**config.mk**
```make
export PLATFORM = sky130hd
export DESIGN_NAME = seg7_display_arbiter
export DESIGN_NICKNAME = d
export VERILOG_FILES = /design/src/rtl/seg7_pkg.sv /design/src/rtl/seg7_display_arbiter_rr_pick.sv /design/src/rtl/seg7_display_arbiter.sv
export SDC_FILE = /design/constraint.sdc
export NUM_CORES = 1
export LEC_CHECK = 0
export BUFFER_PORTS_ARGS = -buffer_cell sky130_fd_sc_hd__buf_4
export CAP_MARGIN = 20
export CORE_MARGIN = 2
export CORE_UTILIZATION = 52
export DETAILED_ROUTE_END_ITERATION = 8
export PLACE_DENSITY = 0.81
export SLEW_MARGIN = 15
export SYNTH_ARGS = -nofsm -noshare
export SYNTH_HDL_FRONTEND = slang
export SYNTH_SLANG_ARGS = --single-unit
```
**constraint.sdc**
```tcl
create_clock -name CLK -period 2.3 [get_ports CLK]
set_input_delay 0.115 -clock CLK [delete_from_list [all_inputs] [get_ports CLK]]
set_output_delay 0.115 -clock CLK [all_outputs]
set_load 0.01 [all_outputs]
```
**src/rtl/seg7_pkg.sv**
```systemverilog
// Shared constants and types for the seven-segment display arbiter.
package seg7_pkg;

  localparam int DIGIT_W    = 4;
  localparam int VALUE_W    = 16;
  localparam int HOLD_500MS = 50000000;

  // Arbiter FSM states: waiting for a request, or dwelling on a grant.
  typedef enum logic [0:0] {
    IDLE = 1'b0,
    HOLD = 1'b1
  } state_t;

endpackage

```
**src/rtl/seg7_display_arbiter_rr_pick.sv**
```systemverilog
// Combinational round-robin selector. The request vector is doubled and
// every bit below ptr is masked. The lowest remaining set bit is the first
// requester at or after ptr, wrapping modulo NUM_REQ.
module rr_pick #(
  parameter int NUM_REQ = 3
) (
  input  logic [NUM_REQ-1:0] req,
  input  logic [2:0]         ptr,
  output logic [2:0]         winner,
  output logic               valid
);

  logic [2*NUM_REQ-1:0] dbl_s;
  logic [2*NUM_REQ-1:0] mask_s;
  logic [2*NUM_REQ-1:0] masked_s;
  logic                 found_s;

  // Masked priority encode over the doubled request vector.
  always_comb begin
    dbl_s    = {req, req};
    mask_s   = '0;
    winner   = 3'd0;
    found_s  = 1'b0;
    for (int i = 0; i < 2*NUM_REQ; i++) begin
      mask_s[i] = (i >= int'(ptr));
    end
    masked_s = dbl_s & mask_s;
    for (int i = 0; i < 2*NUM_REQ; i++) begin
      if (masked_s[i] && !found_s) begin
        found_s = 1'b1;
        winner  = (i >= NUM_REQ) ? 3'(i - NUM_REQ) : 3'(i);
      end else begin
        found_s = found_s;
      end
    end
    valid = |req;
  end

endmodule

```
**src/rtl/seg7_display_arbiter.sv**
```systemverilog
// Shares one 4-digit seven-segment display between NUM_REQ requesters.
// Grants are round-robin; each winner's value is snapshotted and held on
// the display for HOLD_CYCLES cycles before the next arbitration.
module seg7_display_arbiter
  import seg7_pkg::*;
#(
  parameter int NUM_REQ     = 3,
  parameter int HOLD_CYCLES = HOLD_500MS,
  parameter int HOLD_WIDTH  = 26
) (
  input  logic                       CLK,
  input  logic                       RESET,
  input  logic [NUM_REQ-1:0]         REQ,
  input  logic [VALUE_W*NUM_REQ-1:0] VALUE,
  output logic [NUM_REQ-1:0]         GRANT,
  output logic [2:0]                 OWNER,
  output logic                       BUSY,
  output logic [DIGIT_W-1:0]         NUM0,
  output logic [DIGIT_W-1:0]         NUM1,
  output logic [DIGIT_W-1:0]         NUM2,
  output logic [DIGIT_W-1:0]         NUM3
);

  state_t                state_r, state_n;
  logic [HOLD_WIDTH-1:0] cnt_r, cnt_n;
  logic [2:0]            ptr_r, ptr_n;
  logic [2:0]            owner_r, owner_n;
  logic [NUM_REQ-1:0]    grant_r, grant_n;
  logic                  busy_r, busy_n;
  logic [VALUE_W-1:0]    value_r, value_n;

  logic [2:0]            pick_winner_s;
  logic                  pick_valid_s;

  rr_pick #(
    .NUM_REQ (NUM_REQ)
  ) u_rr_pick (
    .req    (REQ),
    .ptr    (ptr_r),
    .winner (pick_winner_s),
    .valid  (pick_valid_s)
  );

  // Next-state and next-output logic for the IDLE/HOLD arbiter.
  always_comb begin
    state_n = state_r;
    cnt_n   = cnt_r;
    ptr_n   = ptr_r;
    owner_n = owner_r;
    grant_n = '0;
    busy_n  = busy_r;
    value_n = value_r;
    case (state_r)
      IDLE: begin
        if (pick_valid_s) begin
          for (int i = 0; i < NUM_REQ; i++) begin
            grant_n[i] = (pick_winner_s == 3'(i));
            value_n    = (pick_winner_s == 3'(i)) ? VALUE[i*VALUE_W +: VALUE_W] : value_n;
          end
          owner_n = pick_winner_s;
          busy_n  = 1'b1;
          cnt_n   = '0;
          state_n = HOLD;
        end else begin
          busy_n  = 1'b0;
          state_n = IDLE;
        end
      end
      HOLD: begin
        if (cnt_r == HOLD_WIDTH'(HOLD_CYCLES - 1)) begin
          state_n = IDLE;
          busy_n  = 1'b0;
          cnt_n   = '0;
          ptr_n   = (owner_r == 3'(NUM_REQ - 1)) ? 3'd0 : owner_r + 3'd1;
        end else begin
          cnt_n   = cnt_r + HOLD_WIDTH'(1);
        end
      end
      default: begin
        state_n = IDLE;
        busy_n  = 1'b0;
        cnt_n   = '0;
      end
    endcase
  end

  // State, dwell counter, pointer and output registers; reset clears the display.
  always_ff @(posedge CLK) begin
    if (RESET) begin
      state_r <= IDLE;
      cnt_r   <= '0;
      ptr_r   <= 3'd0;
      owner_r <= 3'd0;
      grant_r <= '0;
      busy_r  <= 1'b0;
      value_r <= '0;
    end else begin
      state_r <= state_n;
      cnt_r   <= cnt_n;
      ptr_r   <= ptr_n;
      owner_r <= owner_n;
      grant_r <= grant_n;
      busy_r  <= busy_n;
      value_r <= value_n;
    end
  end

  assign GRANT = grant_r;
  assign OWNER = owner_r;
  assign BUSY  = busy_r;
  assign NUM0  = value_r[3:0];
  assign NUM1  = value_r[7:4];
  assign NUM2  = value_r[11:8];
  assign NUM3  = value_r[15:12];

endmodule

```
==> impl_results.md, run 1 <==
* Peak VDD IR at 0.000289 V
* Worst clock skew at 0.00581 ns
* Clock Pin Slew Worst Setup and Hold Paths at 0.10 ns
* Synthesized instance count at 306
* Congestion Overflow GR at 0
* Clock Power Share at 0.309
* FF+latch area at 0.00104 sq mm
* Rows at 25
* Vias in the first global route at 2,450
* Hold path depth at 3
* Total wire length at 6.51 mm
* GP Congestion at 0.845
* DR iter-0 viols at 114
* Final period utilization at 0.926
* Die ar. at 0.00560 sq mm
* Post-Place Cell Area at 0.00328 sq mm
* Vias per inst at 5.49
* Clk sinks at 52
* Ratio of cells with drive above 1 in the final layout at 0.280
* CP Capture Type: register
* Data arrival time of the worst path at 2.34 ns
* Post-DP HPWL at 4.85 mm
* Reg2Reg Launch Point: cnt_r[0]
* Hold Path End: value_r[13]
* Syn_nets at 360
* Non-filler cells, final at 456
* Post-Synth Simple-Gate Area at 0.254
* CTS tree: done
* CTS Root Cell: clkbuf_8
* Maxcap violations at 0
* Startpoint types: register
* Post-synthesis compound-gate area fraction at 0.165
* Number of port buffers at 74
* Largest net degree at the start of global routing at 20
* Post-synthesis adder-cell area fraction at 0.00863
* Setup TNS at 0 ns
* Hold WC Path Type: primary input to register
* Min setup slack post-route at 0.170 ns
* Worst reg2reg path depth at 7
* Filler instances at 370
* Post-Synth XOR/XNOR Area at 0.0269
* Fmax at 469 MHz
* Final Cell Area at 0.00341 sq mm
* Ys Warns at 0
* Final Power at 0.00177 W
* Initial core utilization at 0.545
* Number of synthesized flops with an enable pin at 0
* Die Y at 74.8 um
* Num ports at 76
* Ys async rst share at 0
* DRC at 0
* Crit-path cells: ha_1 > nand3_1 > nor4_4 > a211oi_4 > buf_4 > and3_1 > a221o_1
* Hold Vio Cnt, Final at 0
* Initial antenna violation count at 0
* Syn Area/Cell at 8.53 sq um
* Switching pwr at 0.000468 W
* Flop2flop setup slack at 0.17 ns
* Clock Tree Buf Depth at 2
* Total leakage power at 1.46 nW
* Worst Path Max Fanout at 5
* Main synth FF type: dfxtp_1
* Footprint of the multi-input gates at 0.00140 sq mm
* Post-synthesis sequential area ratio at 0.399
* RSZ-0062 raised after global routing: false
* Die Wd at 74.8 um
* Max-slew violations at 0
* Flops & latches, synth at 52
* CTS Buf Count at 5
* WL/cell at 14.3 um
* Slew @ Worst Pin at 0.497 ns
* CP peak stage delay at 0.45 ns
* P_int at 0.00131 W
* Hold buffers post-CTS at 0
* Largest family of logic cells by synthesized area: simple AND/OR/NAND/NOR gates
* DR vias at 2,503
* Sequential Power Share at 0.541
* Minimum clock period after layout at 2.13 ns
* Total Routing Usage GR at 0.250
* Crit-path slowest cell: nor4_4
* DP Worst Slack at 0.00908 ns
* Area Overhead vs Synth at 30.7%
* Switching share of total power at 0.264
* Comb pwr share at 0.150
* First-pass GRT wire length at 10.8 mm
* Layout net count at 442
* Critical Path RT at 2.51 ns
* Worst-skew pair later-pin latency at 0.32 ns
* # placed instances at 446
* Rel. slew slack at 0.666
* Htree depth at 2
* Outcome: finished, final reports clean
* Worst flop-to-flop path endpoint: cnt_r[5]
* # setup viols final at 0
* First-pass DRT Iterations at 4
* Mux cell area share after synthesis at 0.0767
* Antenna Nets Post-Route at 0
* PD cells at 520 mW/mm^2
* Yosys cell types at 47
* Ant. Diodes at 0
* Hold Crit Start: VALUE[13]
* Core ar. at 0.00479 sq mm
* Post-Syn Area at 0.00261 sq mm
* Critical path type: register to register
[flip-flops by register name, indices dropped and copies added (netlist names)]
register  cells
value_r      16
BUSY          1
GRANT         3
cnt_r        26
ptr_r         3
OWNER         2
state_r       1
[worst max-delay path, delay by kind of cell, from the launching register on]
kind | cells | cell delay [ns]
flip-flops | 1 | 0.42
adder cells (fa/ha/maj) | 1 | 0.23
buffers and inverters | 1 | 0.17
AO/OA/AOI/OAI | 2 | 0.39
AND/OR/NAND/NOR | 3 | 0.82
[synthesized netlist by cell type (all sizes together) (3+ instances only)]
cell    instances  area (sq um)
nor3            6          30.0
and3            7          43.8
o221ai         16           140
a21oi          13          65.1
clkbuf          4          15.0
xnor2           6          52.6
inv            25          93.8
buf            12          70.1
nand4           8          50.1
or4             3          26.3
nor4            4          67.6
a22o            3          26.3
nand2          34           128
o21ai           7          35.0
a31oi          11          68.8
nand3          14          82.6
mux2i          20           200
nor2           31           116
dfxtp          52          1040
[power groups by stage]
stage / clock network (W) / registers (W) / logic (W)
CTS: 0.000554 / 0.000959 / 0.000261
finish: 0.000548 / 0.000960 / 0.000265
floorplan: 0 / 0.000989 / 0.000104
global placement: 0 / 0.000978 / 0.000252
detailed placement: 0 / 0.000978 / 0.000260
global route: 0.000600 / 0.000965 / 0.000290
[metal layers]
metal,track usage,up-vias,wire [um]
met5,0,-,0
met3,0.0950,10,491
met1,0.309,1164,2730
met4,0.0774,0,76
met2,0.404,76,3220
li1,-,1253,-
[kinds of logic (layout without fill, tap and decap cells)]
kind of cell | after synthesis | count (layout)
and+or+nand+nor | 121 | 121
adders and majority gates | 2 | 2
buffers and inverters | 41 | 124
xor gates and xnor gates | 8 | 8
other | 1 | 1
DFF | 52 | 52
muxes | 20 | 20
AOI/OAI and AO/OA | 61 | 61
[through the flow]
step,utilization,hold slack [ns]
final,0.712,0.0841
after global routing,0.712,0.0844
after CTS,0.706,0.0840
after detailed placement,0.684,0.413
after global placement,0.684,0.406
after floorplan,-,0.263
[timing repair]
| item | CTS | global route |
|---|---|---|
| hold endpoints to repair | 0 | 0 |
| pin swaps | 0 | 1 |
| setup buffers | 0 | 2 |
| resized for setup | 1 | 1 |
| endpoints found under the setup margin | 1 | 5 |
[final cells by class]
cell class                      count  share of cell area
Clock buffer                        5              0.0202
Clock inverter                      3             0.00771
Inverter                           25              0.0275
Multi-Input combinational cell    213               0.411
Sequential cell                    52               0.305
Tap cell                           67              0.0246
Timing Repair Buffer               91               0.204
[cell usage in the layout, fill, tap and decap left out, drive strengths merged, types with 5 or more instances in the layout]
master	synthesis	layout
buf	12	91
dfxtp	52	52
nand2	34	34
nor2	31	31
inv	25	27
mux2i	20	20
o221ai	16	16
nand3	14	14
a21oi	13	13
a31oi	11	11
nand4	8	8
and3	7	7
o21ai	7	7
nor3	6	6
xnor2	6	6
clkbuf	4	5
[worst max-delay path by stage]
stage                     startpoint  depth (start not counted)  slack, ns        end
final                       cnt_r[0]                          7       0.17   cnt_r[5]
after global routing        cnt_r[0]                          7       0.05   cnt_r[5]
after CTS                   cnt_r[0]                          6       0.09  cnt_r[20]
after detailed placement    cnt_r[0]                          7      0.009   cnt_r[2]
after global placement      cnt_r[0]                          7       0.12   cnt_r[2]
after floorplan             cnt_r[0]                          7       0.41  cnt_r[22]
No activity file was read; power rests on OpenSTA's default activity.
==> inputs of run 2 (changes only) <==
--- a/config.mk
+++ b/config.mk
@@ -10,7 +10,8 @@
 export CORE_MARGIN = 2
 export CORE_UTILIZATION = 52
 export DETAILED_ROUTE_END_ITERATION = 8
-export PLACE_DENSITY = 0.81
+export PLACE_DENSITY_LB_ADDON = 0.2
+export SKIP_CTS_REPAIR_TIMING = 1
 export SLEW_MARGIN = 15
 export SYNTH_ARGS = -nofsm -noshare
 export SYNTH_HDL_FRONTEND = slang
==> impl_results.md, run 2 (synthesized netlist as in run 1, its figures left out) <==
* Clock Tree Buf Depth at 2
* DR vias at 2,435
* Outcome: finished, final reports clean
* Largest registers: cnt_r (26), value_r (16)
* CTS Buf Count at 5
* Area Overhead vs Synth at 29.0%
* Post-DP HPWL at 4.62 mm
* Number of port buffers at 74
* Hold Path End: value_r[8]
* Reg2Reg Launch Point: cnt_r[0]
* Most common cell after layout, fill and taps aside: buf_4
* First-pass GRT wire length at 10.2 mm
* DRC at 0
* Critical Path RT at 2.50 ns
* CP Capture Type: register
* Total Routing Usage GR at 0.235
* Antenna Nets Post-Route at 0
* Die Y at 74.8 um
* GP Congestion at 0.849
* Setup TNS at 0 ns
* Data arrival time of the worst path at 2.25 ns
* Total leakage power at 1.43 nW
* Flop2flop setup slack at 0.26 ns
* Final period utilization at 0.887
* # setup viols final at 0
* RSZ-0062 raised after global routing: false
* DR iter-0 viols at 153
* WL met3 at 480 um
* CP peak stage delay at 0.40 ns
* Max-slew violations at 0
* Htree depth at 2
* Final Power at 0.00186 W
* CTS tree: done
* PD cells at 553 mW/mm^2
* Layout net count at 436
* Hold Vio Cnt, Final at 0
* Maxcap violations at 0
* Worst Path Max Fanout at 16
* Hold path depth at 3
* Most frequent cells in the layout: 85 x buf_4, 52 x dfxtp_1, 34 x nand2_1
* Worst flop-to-flop path endpoint: cnt_r[17]
* Initial antenna violation count at 0
* Metal2 WL at 2.75 mm
* Worst-skew pair later-pin latency at 0.31 ns
* Clk sinks at 52
* CTS Root Cell: clkbuf_8
* WL/cell at 13.5 um
* Ratio of cells with drive above 1 in the final layout at 0.269
* Startpoint types: register
* Top sig layer: met4
* Worst clock skew at 0.00700 ns
* Ant. Diodes at 0
* Die ar. at 0.00560 sq mm
* Initial core utilization at 0.545
* Num ports at 76
* Die Wd at 74.8 um
* Core ar. at 0.00479 sq mm
* Largest register FFs at 26
* Minimum clock period after layout at 2.04 ns
* Peak VDD IR at 0.000320 V
* Worst reg2reg path depth at 7
* Crit-path slowest cell: dfxtp_1
* Critical path type: register to register
* Vias per inst at 5.41
* Most flops, register: cnt_r
* Wl on met1 at 2.76 mm
* First-pass DRT Iterations at 4
* Total wire length at 6.07 mm
* Clock Pin Slew Worst Setup and Hold Paths at 0.10 ns
* Vias in the first global route at 2,285
* Crit-path cells: ha_1 > nand3_1 > nor4_4 > a211oi_2 > buf_4 > nor3b_1 > a211o_1
* Fmax at 490 MHz
* Rows at 25
* Hold WC Path Type: primary input to register
* Filler instances at 383
* Largest net degree at the start of global routing at 20
* Hold Crit Start: VALUE[8]
* Congestion Overflow GR at 0
==> run 2: routing by layer <==
layer / global-route usage / up-vias
li1: - / 1243
met1: 0.290 / 1107
met2: 0.381 / 75
met3: 0.0937 / 10
met4: 0.0714 / 0
met5: 0 / -
==> run 2: metrics by stage <==
step	setup slack, ns	area [sq um]	util	hold slack [ns]	std cells
6_report	0.259	3360	0.703	0.0858	450
5_1_grt	0.0897	3360	0.703	0.0826	450
4_1_cts	0.122	3360	0.702	0.0757	450
3_5_place_dp	0.144	3250	0.678	0.412	442
3_3_place_gp	0.227	3250	0.678	0.405	442
2_1_floorplan	0.407	2610	-	0.263	306
==> run 2: worst max path at each step <==
stage	from	end	slack, ns
after floorplan	cnt_r[0]	cnt_r[22]	0.41
after global placement	cnt_r[0]	cnt_r[22]	0.23
after detailed placement	cnt_r[0]	cnt_r[18]	0.14
after CTS	cnt_r[0]	cnt_r[18]	0.12
after global routing	cnt_r[0]	cnt_r[17]	0.09
final	cnt_r[0]	cnt_r[17]	0.26
==> run 2: cell type report <==
type	instances	area (sq um)	area share
multi-input combinational	213	1390	0.414
sequential	52	1040	0.309
timing repair buffer	85	638	0.190
inverter	25	93.8	0.0279
tap	67	83.8	0.0249
clock buffer	5	68.8	0.0205
clock inverter	3	46.3	0.0138
==> run 2: critical path: cells and delay by family, from the launching register on <==
family,cells,cell delay (ns)
and+or+nand+nor,3,0.72
DFF,1,0.40
AOI/OAI and AO/OA,2,0.39
adders and majority gates,1,0.22
buffers and inverters,1,0.21
==> run 2: where the power goes <==
group | switching, W | total [W] | leakage, nW | internal [W]
logic | 0.000115 | 0.000257 | 0.952 | 0.000142
registers | 0.0000239 | 0.000958 | 0.423 | 0.000934
clock network | 0.000317 | 0.000646 | 0.0548 | 0.000328
